<file path="src/rtl/jtag_tap_pkg.sv">
// jtag_tap_pkg
// Shared types and constants for the clock-sampled JTAG TAP responder:
// the 16-state TAP state type, the data-register selector, the instruction
// opcodes, the IR capture pattern and the TAP next-state function.
package jtag_tap_pkg;

  typedef enum logic [3:0] {
    TLR,
    RTI,
    SEL_DR,
    CAP_DR,
    SH_DR,
    EX1_DR,
    PA_DR,
    EX2_DR,
    UPD_DR,
    SEL_IR,
    CAP_IR,
    SH_IR,
    EX1_IR,
    PA_IR,
    EX2_IR,
    UPD_IR
  } tap_state_e;

  typedef enum logic [1:0] {
    SEL_BYPASS,
    SEL_IDCODE,
    SEL_USER
  } dr_sel_e;

  localparam logic [4:0] IR_IDCODE  = 5'b00001;
  localparam logic [4:0] IR_USER    = 5'b00100;
  localparam logic [4:0] IR_BYPASS  = 5'b11111;
  localparam logic [4:0] IR_CAPTURE = 5'b00101;

  // Standard TAP transition taken on a TCK rising edge.
  function automatic tap_state_e tap_next(input tap_state_e state, input logic tms);
    tap_state_e nxt;
    nxt = TLR;
    case (state)
      TLR:     nxt = tms ? TLR    : RTI;
      RTI:     nxt = tms ? SEL_DR : RTI;
      SEL_DR:  nxt = tms ? SEL_IR : CAP_DR;
      CAP_DR:  nxt = tms ? EX1_DR : SH_DR;
      SH_DR:   nxt = tms ? EX1_DR : SH_DR;
      EX1_DR:  nxt = tms ? UPD_DR : PA_DR;
      PA_DR:   nxt = tms ? EX2_DR : PA_DR;
      EX2_DR:  nxt = tms ? UPD_DR : SH_DR;
      UPD_DR:  nxt = tms ? SEL_DR : RTI;
      SEL_IR:  nxt = tms ? TLR    : CAP_IR;
      CAP_IR:  nxt = tms ? EX1_IR : SH_IR;
      SH_IR:   nxt = tms ? EX1_IR : SH_IR;
      EX1_IR:  nxt = tms ? UPD_IR : PA_IR;
      PA_IR:   nxt = tms ? EX2_IR : PA_IR;
      EX2_IR:  nxt = tms ? UPD_IR : SH_IR;
      UPD_IR:  nxt = tms ? SEL_DR : RTI;
      default: nxt = TLR;
    endcase
    return nxt;
  endfunction

endpackage

</file>
<file path="src/rtl/jtag_tap_sampled_in_sync.sv">
// jtag_in_sync
// Brings the four asynchronous JTAG pins into the system clock domain and
// turns TCK transitions into single-clk strobes.
// Ports:
//   clk, rst            system clock, synchronous active-high reset
//   tck_i/tms_i/tdi_i/trstn_i  raw JTAG pins
//   tms_s/tdi_s/trstn_s synchronized pin values
//   tck_rise/tck_fall   one-clk strobes on synchronized TCK edges
module jtag_in_sync #(
  parameter int SYNC_STAGES = 2
) (
  input  logic clk,
  input  logic rst,
  input  logic tck_i,
  input  logic tms_i,
  input  logic tdi_i,
  input  logic trstn_i,
  output logic tms_s,
  output logic tdi_s,
  output logic trstn_s,
  output logic tck_rise,
  output logic tck_fall
);

  // Bit order {trstn, tdi, tms, tck}; trstn comes out of reset deasserted.
  localparam logic [3:0] SYNC_RESET = 4'b1000;

  logic [3:0] sync_q [SYNC_STAGES];
  logic       tck_hist_q;
  logic       tck_s;

  // Pin synchronizer chain plus one extra TCK history flop for edge detection.
  always_ff @(posedge clk) begin
    if (rst) begin
      for (int i = 0; i < SYNC_STAGES; i++) sync_q[i] <= SYNC_RESET;
      tck_hist_q <= 1'b0;
    end else begin
      sync_q[0] <= {trstn_i, tdi_i, tms_i, tck_i};
      for (int i = 1; i < SYNC_STAGES; i++) sync_q[i] <= sync_q[i-1];
      tck_hist_q <= sync_q[SYNC_STAGES-1][0];
    end
  end

  assign {trstn_s, tdi_s, tms_s, tck_s} = sync_q[SYNC_STAGES-1];
  assign tck_rise = tck_s & ~tck_hist_q;
  assign tck_fall = ~tck_s & tck_hist_q;

endmodule

</file>
<file path="src/rtl/jtag_tap_sampled.sv">
// jtag_tap_sampled
// Device-side JTAG TAP that runs entirely on the system clock by
// oversampling the JTAG pins. Implements IDCODE, USER and BYPASS data
// registers; the USER register is captured from and updated to on-chip logic.
// Ports:
//   clk, rst        system clock, synchronous active-high reset
//   tck_i, tms_i, tdi_i, trstn_i   asynchronous JTAG pins
//   tdo_o, tdo_oe_o JTAG data out and its drive enable (shift states only)
//   user_rdata_i    value captured into USER DR at Capture-DR
//   user_capture_o  one-clk pulse when USER DR captures
//   user_wdata_o    USER DR contents at the last USER Update-DR
//   user_wvalid_o   one-clk pulse on USER Update-DR
module jtag_tap_sampled
  import jtag_tap_pkg::*;
#(
  parameter int          IR_WIDTH    = 5,
  parameter int          DR_WIDTH    = 32,
  parameter logic [31:0] IDCODE_VAL  = 32'h1000_5AD1,
  parameter int          SYNC_STAGES = 2
) (
  input  logic                clk,
  input  logic                rst,
  input  logic                tck_i,
  input  logic                tms_i,
  input  logic                tdi_i,
  input  logic                trstn_i,
  output logic                tdo_o,
  output logic                tdo_oe_o,
  input  logic [DR_WIDTH-1:0] user_rdata_i,
  output logic                user_capture_o,
  output logic [DR_WIDTH-1:0] user_wdata_o,
  output logic                user_wvalid_o
);

  logic tms_s, tdi_s, trstn_s, tck_rise, tck_fall;

  tap_state_e state_q, state_d;
  dr_sel_e    dr_sel;

  logic [IR_WIDTH-1:0] ir_q, ir_shift_q;
  logic [31:0]         id_shift_q;
  logic [DR_WIDTH-1:0] user_shift_q;
  logic                bypass_q;
  logic                dr_lsb;

  jtag_in_sync #(.SYNC_STAGES(SYNC_STAGES)) u_in_sync (
    .clk      (clk),
    .rst      (rst),
    .tck_i    (tck_i),
    .tms_i    (tms_i),
    .tdi_i    (tdi_i),
    .trstn_i  (trstn_i),
    .tms_s    (tms_s),
    .tdi_s    (tdi_s),
    .trstn_s  (trstn_s),
    .tck_rise (tck_rise),
    .tck_fall (tck_fall)
  );

  // TAP state register.
  always_ff @(posedge clk) begin
    if (rst) state_q <= TLR;
    else     state_q <= state_d;
  end

  // Next state: TRSTn overrides any coincident TCK rise.
  always_comb begin
    state_d = state_q;
    if (!trstn_s)      state_d = TLR;
    else if (tck_rise) state_d = tap_next(state_q, tms_s);
  end

  // Unrecognised opcodes fall through to BYPASS.
  always_comb begin
    dr_sel = SEL_BYPASS;
    if (ir_q == IR_WIDTH'(IR_IDCODE))    dr_sel = SEL_IDCODE;
    else if (ir_q == IR_WIDTH'(IR_USER)) dr_sel = SEL_USER;
  end

  always_comb begin
    dr_lsb = bypass_q;
    case (dr_sel)
      SEL_IDCODE: dr_lsb = id_shift_q[0];
      SEL_USER:   dr_lsb = user_shift_q[0];
      default:    dr_lsb = bypass_q;
    endcase
  end

  // IR/DR datapath: capture/shift/update on TCK rise, TDO launch on TCK fall.
  // user_wdata_o survives TRSTn; only rst clears it.
  always_ff @(posedge clk) begin
    if (rst) begin
      ir_q           <= IR_WIDTH'(IR_IDCODE);
      ir_shift_q     <= '0;
      id_shift_q     <= '0;
      user_shift_q   <= '0;
      bypass_q       <= 1'b0;
      user_wdata_o   <= '0;
      user_capture_o <= 1'b0;
      user_wvalid_o  <= 1'b0;
      tdo_o          <= 1'b0;
      tdo_oe_o       <= 1'b0;
    end else begin
      user_capture_o <= 1'b0;
      user_wvalid_o  <= 1'b0;
      if (!trstn_s) begin
        ir_q     <= IR_WIDTH'(IR_IDCODE);
        tdo_oe_o <= 1'b0;
      end else begin
        if (state_q == TLR) ir_q <= IR_WIDTH'(IR_IDCODE);
        if (tck_rise) begin
          case (state_q)
            CAP_IR: ir_shift_q <= IR_WIDTH'(IR_CAPTURE);
            SH_IR:  ir_shift_q <= {tdi_s, ir_shift_q[IR_WIDTH-1:1]};
            UPD_IR: ir_q <= ir_shift_q;
            CAP_DR: begin
              case (dr_sel)
                SEL_IDCODE: id_shift_q <= IDCODE_VAL;
                SEL_USER: begin
                  user_shift_q   <= user_rdata_i;
                  user_capture_o <= 1'b1;
                end
                default: bypass_q <= 1'b0;
              endcase
            end
            SH_DR: begin
              case (dr_sel)
                SEL_IDCODE: id_shift_q   <= {tdi_s, id_shift_q[31:1]};
                SEL_USER:   user_shift_q <= {tdi_s, user_shift_q[DR_WIDTH-1:1]};
                default:    bypass_q     <= tdi_s;
              endcase
            end
            UPD_DR: begin
              if (dr_sel == SEL_USER) begin
                user_wdata_o  <= user_shift_q;
                user_wvalid_o <= 1'b1;
              end
            end
            default: ;
          endcase
        end
        if (tck_fall) begin
          tdo_oe_o <= (state_q == SH_IR) || (state_q == SH_DR);
          if (state_q == SH_IR)      tdo_o <= ir_shift_q[0];
          else if (state_q == SH_DR) tdo_o <= dr_lsb;
        end
      end
    end
  end

endmodule

</file>
<file path="config.mk">
export PLATFORM = sky130hd
export DESIGN_NAME = jtag_tap_sampled
export DESIGN_NICKNAME = d
export VERILOG_FILES = /design/src/rtl/jtag_tap_pkg.sv /design/src/rtl/jtag_tap_sampled_in_sync.sv /design/src/rtl/jtag_tap_sampled.sv
export SDC_FILE = /design/constraint.sdc
export NUM_CORES = 1
export LEC_CHECK = 0
export ABC_AREA = 0
export CORE_UTILIZATION = 30
export CTS_CLUSTER_DIAMETER = 40
export DETAILED_ROUTE_END_ITERATION = 10
export DONT_BUFFER_PORTS = 1
export REMOVE_ABC_BUFFERS = 1
export SLEW_MARGIN = 25
export SYNTH_ARGS = -nofsm -noshare
export SYNTH_HDL_FRONTEND = slang
export SYNTH_SLANG_ARGS = --single-unit
</file>
<file path="constraint.sdc">
create_clock -name clk -period 2.1 [get_ports clk]
set_clock_uncertainty 0.2 [all_clocks]
set_input_delay 0.21 -clock clk [delete_from_list [all_inputs] [get_ports clk]]
set_output_delay 0.21 -clock clk [all_outputs]
set_load 0.005 [all_outputs]
</file>
==> results.md <==
* Status: finished, violations left
* Failing checks: negative hold slack
* Synth cell types at 49
* Hold_buf cts at 11
* Grt total ovfl at 0
* Power, Total at 5.286 mW
* Minimum clock period after layout at 2.050 ns
* Peak Freq at 487.7 MHz
* Setup TNS at 0 ns
* Setup slack at placement at 0.008195 ns
* Final hold slack at -0.2921 ns
* WL per Instance at 14.89 µm
* # setup viols final at 0
* Reg-to-reg slack, setup at 0.05 ns
* Post-Layout Cell Count at 818
* Layout cells sized above 1 at 11.87%
* Mapped Area at 5075 µm²
* Synth area leaders: dfxtp_1 49%, nand2_1 7.0%, a21oi_1 6.8%
* Via count at 4194
* Detailed placement HPWL at 7.620 mm
* Asr flop ratio synth at 0%
* Synth warnings at 0
* CTS tree: built
* Hold Path Class: in -> reg
* Placer Congestion at 0.7861
* Post-Syn Area per Cell at 8.675 µm²
* CTS buffer count at 17
* Syn Inst Count at 585
* Total GRT Usage at 13.97%
* Comb power frac at 1.3%
* Final Cycle Share at 97.63%
* Slew Limit Fails at 0
* # port buffers at 0
* Number of global-route vias before repair at 3947
* Clock latency on the worst-skew pair at 0.41 ns
* Sequential-to-total area share from yosys stat at 48.92%
* Int Power at 4.227 mW
* Sw Share at 20.03%
* Switching pwr at 1.059 mW
* Antenna violations before repair at 0
* Die area at 17440 µm²
* Final Hold Vio Count at 105
* Final wirelength at 12.18 mm
* Vias per cell at 5.127
* Post-CTS Setup Bufs at 0
* P&R area growth vs syn at 21.84%
* Post-synth EDFFs at 0
* Maximum fanout along the worst path at 8
* Max-cap viol count at 0
* Ant. Diodes at 0
* Initial Util at 30.71%
* Clock Sinks at 124
* Static Leakage at 2.268 nW
* Slew margin rel. at 74.97%
* Core Util, Final at 37.42%
* DRT iter0 DRCs at 305
* Pin count of the biggest net entering global routing at 117
* Clk slew on worst S/H paths at 0.05 ns
* Data required, critical path at 2.20 ns
* Final #Nets at 624
* VDD IR max at 0.5040 mV
* Die W at 132.1 µm
* First-pass GRT wire length at 19.43 mm
* Worst setup EP type: flop
* Io pins at 74
* Placement Cell Area at 5428 µm²
* Sequential share of power at 44.9%
* FILL cells at 1607
* Htree depth at 4
* Final WS setup at 0.04974 ns
* Vertical die dimension at 132.1 µm
* Crit path kind: reg -> reg
* Pwr/cell area at 854.9 nW/µm²
* Drt drc at 0
* Top cell type's share of synthesized area at 48.92%
* Clk pwr share at 53.8%
* DRT Pass-1 Iters at 4
* Cell taking the most area after synthesis: dfxtp_1
* CP Data Arrival Time at 2.15 ns
* Max Buffers Root-to-Sink at 2
* Core Area at 16520 µm²
* Row count at 47
* Routed Antenna Nets at 0
* Post-synthesis register bit count at 124
* Worst slew pin tran at 0.3755 ns
* Cell Count Post-Placement at 775
* Non-Filler Cell Area, Final at 6183 µm²
* Critical Path Start Type: flop
* Root Buffer: clkbuf_16
* Most used DFF post-synth: dfxtp_1
==> synthesized netlist by cell type (2+ instances only) <==
| library cell | count |
|---|---|
| a2111o_1 | 2 |
| buf_1 | 6 |
| dfxtp_1 | 124 |
| nor3_1 | 22 |
| xnor2_1 | 2 |
| buf_6 | 4 |
| clkbuf_1 | 30 |
| o211ai_1 | 5 |
| a211oi_1 | 3 |
| nand3_1 | 26 |
| nor2b_1 | 10 |
| or2_2 | 3 |
| nand3b_1 | 3 |
| mux2i_1 | 34 |
| nand2b_1 | 15 |
| a311oi_1 | 33 |
| o31ai_1 | 3 |
| o21ai_1 | 3 |
| nor2_1 | 47 |
| a21oi_1 | 69 |
| inv_1 | 2 |
| nand2_1 | 94 |
| o21ai_0 | 2 |
| buf_2 | 15 |
| nor4b_1 | 2 |
| nor4_1 | 3 |
==> registers in the layout, indices dropped and copies added (netlist names) <==
signal                count
user_capture_o            1
user_wvalid_o             1
u_in_sync.tck_hist_q      1
user_wdata_o             32
user_shift_q             32
id_shift_q               32
state_q                   4
bypass_q                  1
tdo_o                     1
ir_q                      5
tdo_oe_o                  1
u_in_sync.sync_q          8
ir_shift_q                5
==> layout by cell type (no fill, tap or decap), types with 10 or more instances in the layout <==
master / count
dfxtp_1: 124
buf_4: 14
a21oi_1: 69
mux2i_1: 32
nor2_1: 47
nand2b_1: 15
nor2b_1: 10
a311oi_1: 33
nand3_1: 26
nor3_1: 22
clkbuf_16: 18
nand2_1: 94
dlygate4sd3_1: 11
==> path summary, 6_finish.rpt <==
kind,from,to,cells past startpoint
hold / removal,rst,ir_shift_q[1],1
setup / recovery,state_q[0],user_wdata_o[22],6
setup reg to reg,state_q[0],user_wdata_o[22],6
hold reg to reg,id_shift_q[1],id_shift_q[1],2
==> area by class of cell <==
cell class / instances / area (µm²) / area share [%]
well taps: 220 / 275.3 / 4.452
clock buffers: 21 / 470.5 / 7.608
flip-flops and latches: 124 / 2482 / 40.15
inverters: 3 / 11.26 / 0.1821
repair buffers: 37 / 442.9 / 7.163
multi-input cells: 403 / 2386 / 38.59
clock inverters: 10 / 115.1 / 1.862
==> metal layers <==
metal / global-route usage (%) / up-vias / wire [µm]
met5: 0 / - / 0
met4: 5.233 / 0 / 104
met3: 4.960 / 10 / 624
met2: 22.31 / 103 / 5927
met1: 17.24 / 2015 / 5520
li1: - / 2066 / -
==> worst max-delay path: stages (launching register included) <==
cell and delay, ns:
dfxtp_1 0.34, nor4b_2 0.29, buf_4 0.15, or4b_4 0.51
buf_4 0.22, mux2i_1 0.17, nor2_1 0.05
==> cell families (layout without fill, tap and decap cells) <==
family	count (synthesis)	count (layout)	synth area share [%]
AO/OA/AOI/OAI	128	128	16.49
multiplexers	34	34	6.706
XOR/XNOR	2	2	0.3452
flip-flops	124	124	48.92
buffers and inverters	58	71	5.251
AND/OR/NAND/NOR	239	239	22.29
==> power by group through the flow <==
| stage | clock network [mW] | registers, mW | logic, mW |
|---|---|---|---|
| after floorplan | 0 | 2.42 | 0.0389 |
| after global placement | 0 | 2.42 | 0.0541 |
| after detailed placement | 0 | 2.42 | 0.0555 |
| after CTS | 2.93 | 2.37 | 0.0674 |
| after global routing | 3.03 | 2.37 | 0.0761 |
| final | 2.85 | 2.37 | 0.0680 |
==> what timing repair did <==
item	4_1_cts	5_1_grt
hold endpoints to repair	114	105
setup endpoints to repair	1	30
pin swaps	0	2
gates cloned	0	1
gates resized for setup	1	7
Power figures use the tool's default switching activity.
